### src/rtl/ram_word_port_arbiter_if.sv
// Bundle of the two requester ports (A: bridge loader, B: core fetch) and
// the shared 16-bit RAM word port.
//   slave  : arbiter view (takes requests, drives the RAM port)
//   master : environment view (issues requests, models the RAM)
interface ram_word_port_arbiter_if #(
  parameter int unsigned ADDR_W = 26
) ();
  logic              a_rd;
  logic              a_wr;
  logic [ADDR_W-1:0] a_addr;
  logic [15:0]       a_data;
  logic [15:0]       a_q;
  logic              a_busy;
  logic              a_done;

  logic              b_rd;
  logic              b_wr;
  logic [ADDR_W-1:0] b_addr;
  logic [15:0]       b_data;
  logic [15:0]       b_q;
  logic              b_busy;
  logic              b_done;

  logic              word_rd;
  logic              word_wr;
  logic [ADDR_W-1:0] word_addr;
  logic [15:0]       word_data;
  logic [15:0]       word_q;
  logic              word_busy;

  modport slave (
    input  a_rd, a_wr, a_addr, a_data,
    output a_q, a_busy, a_done,
    input  b_rd, b_wr, b_addr, b_data,
    output b_q, b_busy, b_done,
    output word_rd, word_wr, word_addr, word_data,
    input  word_q, word_busy
  );

  modport master (
    output a_rd, a_wr, a_addr, a_data,
    input  a_q, a_busy, a_done,
    output b_rd, b_wr, b_addr, b_data,
    input  b_q, b_busy, b_done,
    input  word_rd, word_wr, word_addr, word_data,
    output word_q, word_busy
  );
endinterface

### src/rtl/ram_word_port_arbiter.sv
// Two-port arbiter in front of a single 16-bit word RAM port.
// Each requester has one pending slot; A wins ties, but after A_STREAK_MAX
// consecutive A grants with B waiting, B is served.
// Ports:
//   clk_sys : clock, rising edge
//   reset   : asynchronous active-high reset
//   bus     : ram_word_port_arbiter_if.slave (A/B request ports, RAM port)
// word_rd/word_wr are decoded from the ISSUE state and word_busy so that the
// strobe sits exactly in the ISSUE cycle that actually launches the access.
module ram_word_port_arbiter #(
  parameter int unsigned ADDR_W       = 26,
  parameter int unsigned A_STREAK_MAX = 4
) (
  input logic                    clk_sys,
  input logic                    reset,
  ram_word_port_arbiter_if.slave bus
);

  localparam int unsigned STREAK_W = (A_STREAK_MAX < 1) ? 1 : $clog2(A_STREAK_MAX + 1);

  typedef enum logic [2:0] {IDLE, ISSUE, SETTLE, WAIT, DONE} state_t;

  typedef struct packed {
    logic              wr;
    logic [ADDR_W-1:0] addr;
    logic [15:0]       data;
  } slot_t;

  state_t              state_q, state_d;
  slot_t               slot_a_q, slot_b_q;
  logic                pend_a_q, pend_b_q;
  logic                gnt_b_q;
  logic                cur_wr_q;
  logic [STREAK_W-1:0] streak_q;
  logic                a_done_q, b_done_q;
  logic [15:0]         a_q_q, b_q_q;
  logic [ADDR_W-1:0]   word_addr_q;
  logic [15:0]         word_data_q;

  logic grant_c, grant_b_c, issue_c, capture_c, finish_c;
  logic a_take_c, b_take_c, streak_max_c;

  assign streak_max_c = (streak_q == STREAK_W'(A_STREAK_MAX));

  // A slot frees up in its DONE cycle, so a new pulse then is taken too
  assign a_take_c = (bus.a_rd | bus.a_wr) & (~pend_a_q | (finish_c & ~gnt_b_q));
  assign b_take_c = (bus.b_rd | bus.b_wr) & (~pend_b_q | (finish_c &  gnt_b_q));

  // State register
  always_ff @(posedge clk_sys or posedge reset) begin
    if (reset) state_q <= IDLE;
    else       state_q <= state_d;
  end

  // Next state, grant decision and per-state strobes
  always_comb begin
    state_d   = state_q;
    grant_c   = 1'b0;
    grant_b_c = 1'b0;
    issue_c   = 1'b0;
    capture_c = 1'b0;
    finish_c  = 1'b0;
    case (state_q)
      IDLE: begin
        if (pend_a_q | pend_b_q) begin
          grant_c   = 1'b1;
          grant_b_c = pend_b_q & (~pend_a_q | streak_max_c);
          state_d   = ISSUE;
        end
      end
      ISSUE: begin
        if (!bus.word_busy) begin
          issue_c = 1'b1;
          state_d = SETTLE;
        end
      end
      SETTLE: state_d = WAIT;
      WAIT: begin
        if (!bus.word_busy) begin
          capture_c = 1'b1;
          state_d   = DONE;
        end
      end
      DONE: begin
        finish_c = 1'b1;
        state_d  = IDLE;
      end
      default: state_d = IDLE;
    endcase
  end

  // Pending slots; read wins when rd and wr pulse together
  always_ff @(posedge clk_sys or posedge reset) begin
    if (reset) begin
      pend_a_q <= 1'b0;
      pend_b_q <= 1'b0;
      slot_a_q <= '0;
      slot_b_q <= '0;
    end else begin
      if (a_take_c) begin
        pend_a_q <= 1'b1;
        slot_a_q <= '{wr: bus.a_wr & ~bus.a_rd, addr: bus.a_addr, data: bus.a_data};
      end else if (finish_c && !gnt_b_q) begin
        pend_a_q <= 1'b0;
      end
      if (b_take_c) begin
        pend_b_q <= 1'b1;
        slot_b_q <= '{wr: bus.b_wr & ~bus.b_rd, addr: bus.b_addr, data: bus.b_data};
      end else if (finish_c && gnt_b_q) begin
        pend_b_q <= 1'b0;
      end
    end
  end

  // Grant bookkeeping and A-streak fairness counter
  always_ff @(posedge clk_sys or posedge reset) begin
    if (reset) begin
      gnt_b_q     <= 1'b0;
      cur_wr_q    <= 1'b0;
      streak_q    <= '0;
      word_addr_q <= '0;
      word_data_q <= '0;
    end else begin
      if (grant_c) begin
        gnt_b_q     <= grant_b_c;
        cur_wr_q    <= grant_b_c ? slot_b_q.wr   : slot_a_q.wr;
        word_addr_q <= grant_b_c ? slot_b_q.addr : slot_a_q.addr;
        word_data_q <= grant_b_c ? slot_b_q.data : slot_a_q.data;
      end
      if (!pend_b_q || (grant_c && grant_b_c))
        streak_q <= '0;
      else if (grant_c && !streak_max_c)
        streak_q <= streak_q + STREAK_W'(1);
    end
  end

  // Read data capture and completion pulses
  always_ff @(posedge clk_sys or posedge reset) begin
    if (reset) begin
      a_q_q    <= '0;
      b_q_q    <= '0;
      a_done_q <= 1'b0;
      b_done_q <= 1'b0;
    end else begin
      a_done_q <= capture_c & ~gnt_b_q;
      b_done_q <= capture_c &  gnt_b_q;
      if (capture_c && !cur_wr_q) begin
        if (gnt_b_q) b_q_q <= bus.word_q;
        else         a_q_q <= bus.word_q;
      end
    end
  end

  assign bus.a_q       = a_q_q;
  assign bus.b_q       = b_q_q;
  assign bus.a_busy    = pend_a_q;
  assign bus.b_busy    = pend_b_q;
  assign bus.a_done    = a_done_q;
  assign bus.b_done    = b_done_q;
  assign bus.word_rd   = issue_c & ~cur_wr_q;
  assign bus.word_wr   = issue_c &  cur_wr_q;
  assign bus.word_addr = word_addr_q;
  assign bus.word_data = word_data_q;

endmodule

### src/flat_wrapper.sv
// flat-port wrapper written by rule: the top's interface ports become plain ports
module ram_word_port_arbiter_flat 
#(
  parameter int unsigned ADDR_W       = 26,
  parameter int unsigned A_STREAK_MAX = 4
)
  (clk_sys, reset, bus_a_rd, bus_a_wr, bus_a_addr, bus_a_data, bus_a_q, bus_a_busy, bus_a_done, bus_b_rd, bus_b_wr, bus_b_addr, bus_b_data, bus_b_q, bus_b_busy, bus_b_done, bus_word_rd, bus_word_wr, bus_word_addr, bus_word_data, bus_word_q, bus_word_busy);
  ram_word_port_arbiter_if #(.ADDR_W(ADDR_W)) bus_i ();
  input logic clk_sys;
  input logic reset;
  input wire logic [$bits(bus_i.a_rd)-1:0] bus_a_rd;
  input wire logic [$bits(bus_i.a_wr)-1:0] bus_a_wr;
  input wire logic [$bits(bus_i.a_addr)-1:0] bus_a_addr;
  input wire logic [$bits(bus_i.a_data)-1:0] bus_a_data;
  output wire logic [$bits(bus_i.a_q)-1:0] bus_a_q;
  output wire logic [$bits(bus_i.a_busy)-1:0] bus_a_busy;
  output wire logic [$bits(bus_i.a_done)-1:0] bus_a_done;
  input wire logic [$bits(bus_i.b_rd)-1:0] bus_b_rd;
  input wire logic [$bits(bus_i.b_wr)-1:0] bus_b_wr;
  input wire logic [$bits(bus_i.b_addr)-1:0] bus_b_addr;
  input wire logic [$bits(bus_i.b_data)-1:0] bus_b_data;
  output wire logic [$bits(bus_i.b_q)-1:0] bus_b_q;
  output wire logic [$bits(bus_i.b_busy)-1:0] bus_b_busy;
  output wire logic [$bits(bus_i.b_done)-1:0] bus_b_done;
  output wire logic [$bits(bus_i.word_rd)-1:0] bus_word_rd;
  output wire logic [$bits(bus_i.word_wr)-1:0] bus_word_wr;
  output wire logic [$bits(bus_i.word_addr)-1:0] bus_word_addr;
  output wire logic [$bits(bus_i.word_data)-1:0] bus_word_data;
  input wire logic [$bits(bus_i.word_q)-1:0] bus_word_q;
  input wire logic [$bits(bus_i.word_busy)-1:0] bus_word_busy;
  assign bus_i.a_rd = bus_a_rd;
  assign bus_i.a_wr = bus_a_wr;
  assign bus_i.a_addr = bus_a_addr;
  assign bus_i.a_data = bus_a_data;
  assign bus_a_q = bus_i.a_q;
  assign bus_a_busy = bus_i.a_busy;
  assign bus_a_done = bus_i.a_done;
  assign bus_i.b_rd = bus_b_rd;
  assign bus_i.b_wr = bus_b_wr;
  assign bus_i.b_addr = bus_b_addr;
  assign bus_i.b_data = bus_b_data;
  assign bus_b_q = bus_i.b_q;
  assign bus_b_busy = bus_i.b_busy;
  assign bus_b_done = bus_i.b_done;
  assign bus_word_rd = bus_i.word_rd;
  assign bus_word_wr = bus_i.word_wr;
  assign bus_word_addr = bus_i.word_addr;
  assign bus_word_data = bus_i.word_data;
  assign bus_i.word_q = bus_word_q;
  assign bus_i.word_busy = bus_word_busy;
  ram_word_port_arbiter #(.ADDR_W(ADDR_W), .A_STREAK_MAX(A_STREAK_MAX)) u_core (.clk_sys(clk_sys), .reset(reset), .bus(bus_i));
endmodule
### config.mk
export PLATFORM = sky130hd
export DESIGN_NAME = ram_word_port_arbiter_flat
export DESIGN_NICKNAME = d
export VERILOG_FILES = /design/src/rtl/ram_word_port_arbiter_if.sv /design/src/rtl/ram_word_port_arbiter.sv /design/src/flat_wrapper.sv
export SDC_FILE = /design/constraint.sdc
export NUM_CORES = 1
export LEC_CHECK = 0
export CORE_ASPECT_RATIO = 0.7
export CORE_MARGIN = 2
export CORE_UTILIZATION = 44
export DETAILED_ROUTE_END_ITERATION = 16
export GPL_TIMING_DRIVEN = 0
export PLACE_DENSITY = 0.76
export SLEW_MARGIN = 20
export SYNTH_ARGS = -nofsm -noshare
export SYNTH_HDL_FRONTEND = slang
export SYNTH_SLANG_ARGS = --single-unit
### constraint.sdc
create_clock -name clk_sys -period 5.5 [get_ports clk_sys]
set_input_delay 0.55 -clock clk_sys [delete_from_list [all_inputs] [get_ports clk_sys]]
set_output_delay 0.55 -clock clk_sys [all_outputs]
set_load 0.005 [all_outputs]
==> impl_metrics.json, run 1 <==
{
  "drv_cap": 0,
  "postCtsHoldBufs": 0,
  "cts-htree-levels": 4,
  "dr.pass1.iters": 7,
  "switchingPower_mw": 1.626,
  "synth_nets": 670,
  "ys_seq_area_share_pct": 58.86,
  "critical_path_class": "in -> out",
  "synth_cell_types": 36,
  "grt_pass1_vias": 5863,
  "fin_cells": 1005,
  "numCtsBuffers": 17,
  "clkSlewWorstSetupHoldPaths_ns": 0.07,
  "register_area_um2": 4304,
  "path_max_fanout": 3,
  "max_slew_margin_pct": 48.22,
  "drv_slew": 0,
  "finalWirelength_um": 19550,
  "synthArstFlopShare_pct": 100.0,
  "rows": 39,
  "ir_drop_mv": 0.2401,
  "worst_setup_path_end_kind": "output port",
  "grt_overflow": 0,
  "syn_area_um2": 7312,
  "synth_area_leaders": "dfrtp_1 59%, mux2_2 18%, nor3b_1 4.6%, o31ai_1 4.4%, a31oi_1 3.7%",
  "setup_viol": 0,
  "hold_viol_final": 0,
  "fmax_ghz": 0.3632,
  "port_buffers": 186,
  "placedCellCount": 973,
  "synth_area_leader_cell": "dfrtp_1",
  "design_area_um2": 10060,
  "powerDensity_nw_per_um2": 500.7,
  "yosysMostFrequentCell": "dfrtp_1",
  "power_mw": 5.039,
  "cts_tree": "yes",
  "status": "finished, final reports clean",
  "postCtsSetupBuffers": 0,
  "synth-edff-count": 0,
  "vias": 5520,
  "ant_nets": 0,
  "p_sw_share_pct": 32.27,
  "power_frac_comb_pct": 34.5,
  "synthCells": 561,
  "drive_above_1_share_pct": 21.41,
  "root_buffer": "clkbuf_16",
  "leakage_nw": 4.124,
  "insertion_delay_ns": 0.44,
  "grt_setup_unrepaired": "false",
  "grt_max_degree": 103,
  "antenna_found_initial": 0,
  "cp.required_ns": 4.95,
  "seqPwrFrac_pct": 42.2,
  "arrival_ns": 2.20,
  "min_path_type": "reg -> reg",
  "area_growth_pct": 37.61,
  "multi_input_area_um2": 2761,
  "fin_crit_ns": 2.753,
  "syn_avg_cell_area_um2": 13.03,
  "synth_top_area_share_pct": 58.86,
  "coreArea_um2": 16300,
  "route.detailed.drc": 0,
  "ys_seq_elements": 172,
  "pwr-share-clk_pct": 23.3,
  "skew_ns": 0.008238,
  "tightest_slew_ns": 0.7751,
  "dieArea_um2": 17680,
  "hpwl_um": 14070,
  "grt_pass1_wl_um": 31050,
  "whs_ns": 0.5057,
  "nets": 876,
  "cp-start-kind": "input port",
  "synth_common_cells": "172 x dfrtp_1, 116 x mux2_2, 45 x nor3b_1, 44 x o21ai_0",
  "track_usage_pct": 23.18,
  "cts_sinks": 172,
  "drt-initial-drc-count": 276,
  "die_w_um": 158.1,
  "fillers": 1290,
  "fin_crit_sh_pct": 50.06,
  "place.gp.congestion": 0.8061,
  "viasPerCell": 5.493,
  "cts_resized": 0,
  "ys.flop_type": "dfrtp_1",
  "insertedDiodeCount": 0,
  "dieHeight_um": 111.9,
  "ys_warn_count": 0,
  "placed_area_um2": 9490,
  "p_int_mw": 3.413,
  "routedWlPerCell_um": 19.45,
  "cts_buffer_depth": 2,
  "start_util_pct": 44.86,
  "io_pins": 187
}
## area by class of cell
type / instances / area share (%)
plain buffers: 51 / 2.338
clock buffers: 17 / 4.228
clock inverters: 15 / 1.455
inverters: 3 / 0.1865
multi-input cells: 335 / 27.44
flip-flops and latches: 172 / 42.78
well taps: 225 / 2.798
repair buffers: 187 / 18.78
## sequential cells by signal (all words and copies together), names as in the netlist
name / flops
u_core.bus.a_q: 16
u_core.bus.b_q: 16
u_core.state_q: 3
u_core.gnt_b_q: 1
u_core.bus.a_busy: 1
u_core.bus.word_addr: 26
u_core.cur_wr_q: 1
u_core.bus.b_busy: 1
u_core.slot_b_q: 43
u_core.bus.word_data: 16
u_core.bus.a_done: 1
u_core.slot_a_q: 43
u_core.streak_q: 3
u_core.bus.b_done: 1
## routing by layer
| metal | up-vias | GRT usage [%] | wire (um) |
|---|---|---|---|
| met2 | 193 | 37.22 | 9297 |
| met5 | - | 0 | 0 |
| met1 | 2798 | 31.40 | 8803 |
| met3 | 26 | 4.944 | 1125 |
| li1 | 2503 | - | - |
| met4 | 0 | 7.988 | 323 |
## final timing paths
check / startpoint / to / slack (ns) / depth (start not counted)
setup / recovery: bus_word_busy / bus_word_rd / 2.75 / 4
max in group asynchronous: reset / u_core.slot_b_q[8]$_DFFE_PP0P_ / 4.09 / 3
min in group asynchronous: reset / u_core.bus.a_q[11]$_DFFE_PP0P_ / 0.54 / 2
setup reg to reg: u_core.state_q[1]$_DFFE_PP0P_ / u_core.slot_b_q[40]$_DFFE_PP0P_ / 3.10 / 5
hold / removal: u_core.bus.a_q[5]$_DFFE_PP0P_ / u_core.bus.a_q[5]$_DFFE_PP0P_ / 0.51 / 1
hold reg to reg: u_core.bus.a_q[5]$_DFFE_PP0P_ / u_core.bus.a_q[5]$_DFFE_PP0P_ / 0.51 / 1
## cells by family after synthesis
kind of cell	count (synthesis)	synth area share, %
AND/OR/NAND/NOR	73	6.845
adder cells (fa/ha/maj)	2	0.3422
multiplexers	116	17.86
AO/OA/AOI/OAI	143	12.59
buffers and inverters	54	3.371
flip-flops	172	58.86
XOR/XNOR	1	0.1198
## power by group through the flow
stage | logic [mW] | clock network (mW) | registers (mW)
5_1_grt | 1.90 | 1.25 | 2.19
3_3_place_gp | 1.66 | 0 | 2.11
3_5_place_dp | 1.74 | 0 | 2.14
2_1_floorplan | 0.920 | 0 | 2.06
4_1_cts | 1.75 | 1.19 | 2.12
6_report | 1.74 | 1.17 | 2.13
## cell usage in the layout (no fill, tap or decap), types with 3 or more instances in the layout
cell,count
dfrtp_1,172
nor2_1,4
buf_2,11
mux2_2,116
nor3b_1,45
a21boi_0,5
inv_6,5
a31oi_1,43
o31ai_1,43
clkbuf_1,35
o21ai_0,44
clkdlybuf4s50_1,186
clkbuf_16,17
nand2_1,6
buf_6,4
inv_8,6
nor2b_1,3
## metrics by stage
stage                     TNS [ns]  utilization, %  worst slack (ns)
after floorplan                  0               -            0.2899
after global placement     -268.05           58.01            -1.567
after detailed placement         0           58.23             2.765
after CTS                        0           61.74             2.771
after global routing             0           61.74             2.637
final                            0           61.74             2.747
## critical path: stages
cell and delay [ns]:
clkdlybuf4s50_1 0.45, nor4b_1 0.48, nor2b_1 0.19, clkdlybuf4s50_1 0.53
(Power assumes the default switching activity.)
==> run 2, diff against run 1 <==
clock period = 2.4 ns   (was 5.5 ns; I/O delays follow)
==> impl_metrics.json, run 2 (synthesis results as in run 1) <==
{
  "postCtsSetupBuffers": 0,
  "hpwl_um": 14540,
  "fin_cells": 1009,
  "placed_area_um2": 9602,
  "cts_resized": 1,
  "setup_viol": 0,
  "place.gp.congestion": 0.7948,
  "skew_ns": 0.01211,
  "grt_pass1_vias": 5737,
  "fin_crit_ns": 2.250,
  "drv_slew": 0,
  "power_frac_comb_pct": 34.1,
  "track_usage_pct": 22.88,
  "ant_nets": 0,
  "pwr-share-clk_pct": 24.6,
  "placedCellCount": 978,
  "layout_commonest_cell": "clkdlybuf4s50_1",
  "critical_path_class": "reg -> reg",
  "design_area_um2": 10240,
  "cts-htree-levels": 4,
  "grt_max_degree": 36,
  "insertion_delay_ns": 0.43,
  "cts_tree": "yes",
  "grt_overflow": 0,
  "io_pins": 187,
  "worst_setup_path_end_kind": "flip-flop",
  "root_buffer": "clkbuf_16",
  "min_path_type": "in -> async",
  "area_growth_pct": 40.09,
  "fmax_ghz": 0.4445,
  "cp.required_ns": 2.71,
  "powerDensity_nw_per_um2": 1153,
  "tightest_slew_ns": 0.6197,
  "switchingPower_mw": 3.652,
  "routedWlPerCell_um": 19.45,
  "p_int_mw": 8.157,
  "insertedDiodeCount": 0,
  "port_buffers": 186,
  "fin_crit_sh_pct": 93.74,
  "cts_sinks": 172,
  "mostFrequentLayoutCells": "186 x clkdlybuf4s50_1, 172 x dfrtp_1, 116 x mux2_2, 45 x nor3b_1, 44 x o21ai_0",
  "vias": 5529,
  "finalWirelength_um": 19630,
  "clkSlewWorstSetupHoldPaths_ns": 0.07,
  "grt_setup_unrepaired": "false",
  "cts_buffer_depth": 2,
  "drv_cap": 0,
  "drive_above_1_share_pct": 22.45,
  "worstReg2RegStart": "u_core.state_q[1]$_DFFE_PP0P_",
  "worstReg2RegEnd": "u_core.slot_b_q[0]$_DFFE_PP0P_",
  "antenna_found_initial": 0,
  "rows": 39,
  "arrival_ns": 2.55,
  "dr.pass1.iters": 5,
  "viasPerCell": 5.480,
  "dieHeight_um": 111.9,
  "hold_viol_final": 0,
  "nets": 880,
  "cp-start-kind": "flip-flop",
  "leakage_nw": 4.194,
  "coreArea_um2": 16300,
  "seqPwrFrac_pct": 41.3,
  "numCtsBuffers": 17,
  "ir_drop_mv": 0.7162,
  "route.detailed.drc": 0,
  "start_util_pct": 44.86,
  "tns_ns": 0,
  "postCtsHoldBufs": 0,
  "whs_ns": 0.2237,
  "grt_pass1_wl_um": 31020,
  "p_sw_share_pct": 30.92,
  "die_w_um": 158.1,
  "r2r_slack_ns": 0.15,
  "max_slew_margin_pct": 58.41,
  "rr_worst_depth": 5,
  "drt-initial-drc-count": 262,
  "dieArea_um2": 17680,
  "path_max_fanout": 10,
  "status": "finished, final reports clean"
}
run 2: worst max path at each step:
stage	start	end	slack, ns	cells past startpoint
detailed placement	u_core.state_q[1]$_DFFE_PP0P_	u_core.slot_b_q[39]$_DFFE_PP0P_	-0.03	5
CTS	u_core.state_q[2]$_DFFE_PP0P_	bus_word_rd	0.002	3
global route	u_core.streak_q[0]$_DFFE_PP0P_	u_core.bus.word_addr[7]$_DFFE_PP0N_	0.005	7
floorplan	reset	u_core.bus.a_busy$_DFFE_PP0P_	-0.04	1
finish	u_core.state_q[1]$_DFFE_PP0P_	u_core.slot_b_q[0]$_DFFE_PP0P_	0.15	5
global placement	reset	u_core.bus.b_q[8]$_DFFE_PP0P_	-1.31	2
run 2: per-layer routing:
layer	global-route usage, %	part of all wire, %	up-vias
li1	-	-	2515
met2	35.19	47	211
met4	6.787	1.2	0
met1	32.31	46	2783
met5	0	0	-
met3	5.683	6.3	20
run 2: power by group through the flow:
stage	Combinational [mW]	Clock, mW	Sequential [mW]
final	4.03	2.90	4.88
after global routing	4.38	3.08	5.02
after CTS	4.06	2.95	4.87
after detailed placement	4.03	0	4.91
after global placement	3.82	0	4.84
after floorplan	2.11	0	4.72
run 2: worst max-delay path, stage by stage, from the launching register on:
cell and delay [ns]:
dfrtp_1 0.38, clkbuf_1 0.22, nand4bb_1 0.35, a21oi_2 0.44, buf_2 0.36, mux2_2 0.37
run 2: stage by stage:
step                util (%)  total power [mW]  setup WS (ns)
floorplan                  -             6.827       -0.03669
global placement       58.04             8.662         -1.305
detailed placement     58.91             8.939       -0.03113
CTS                    62.74             11.88       0.001636
global route           62.85             12.48       0.004589
finish                 62.85             11.81         0.1502
run 2: final cells by class:
type / instances / area (um2)
fill: 1252 / 6055
sequential: 172 / 4304
multi-input combinational: 335 / 2780
timing repair buffer: 192 / 2004
clock buffer: 18 / 439.2
tap: 225 / 281.5
buffer: 50 / 234.0
clock inverter: 14 / 185.2
inverter: 3 / 15.01
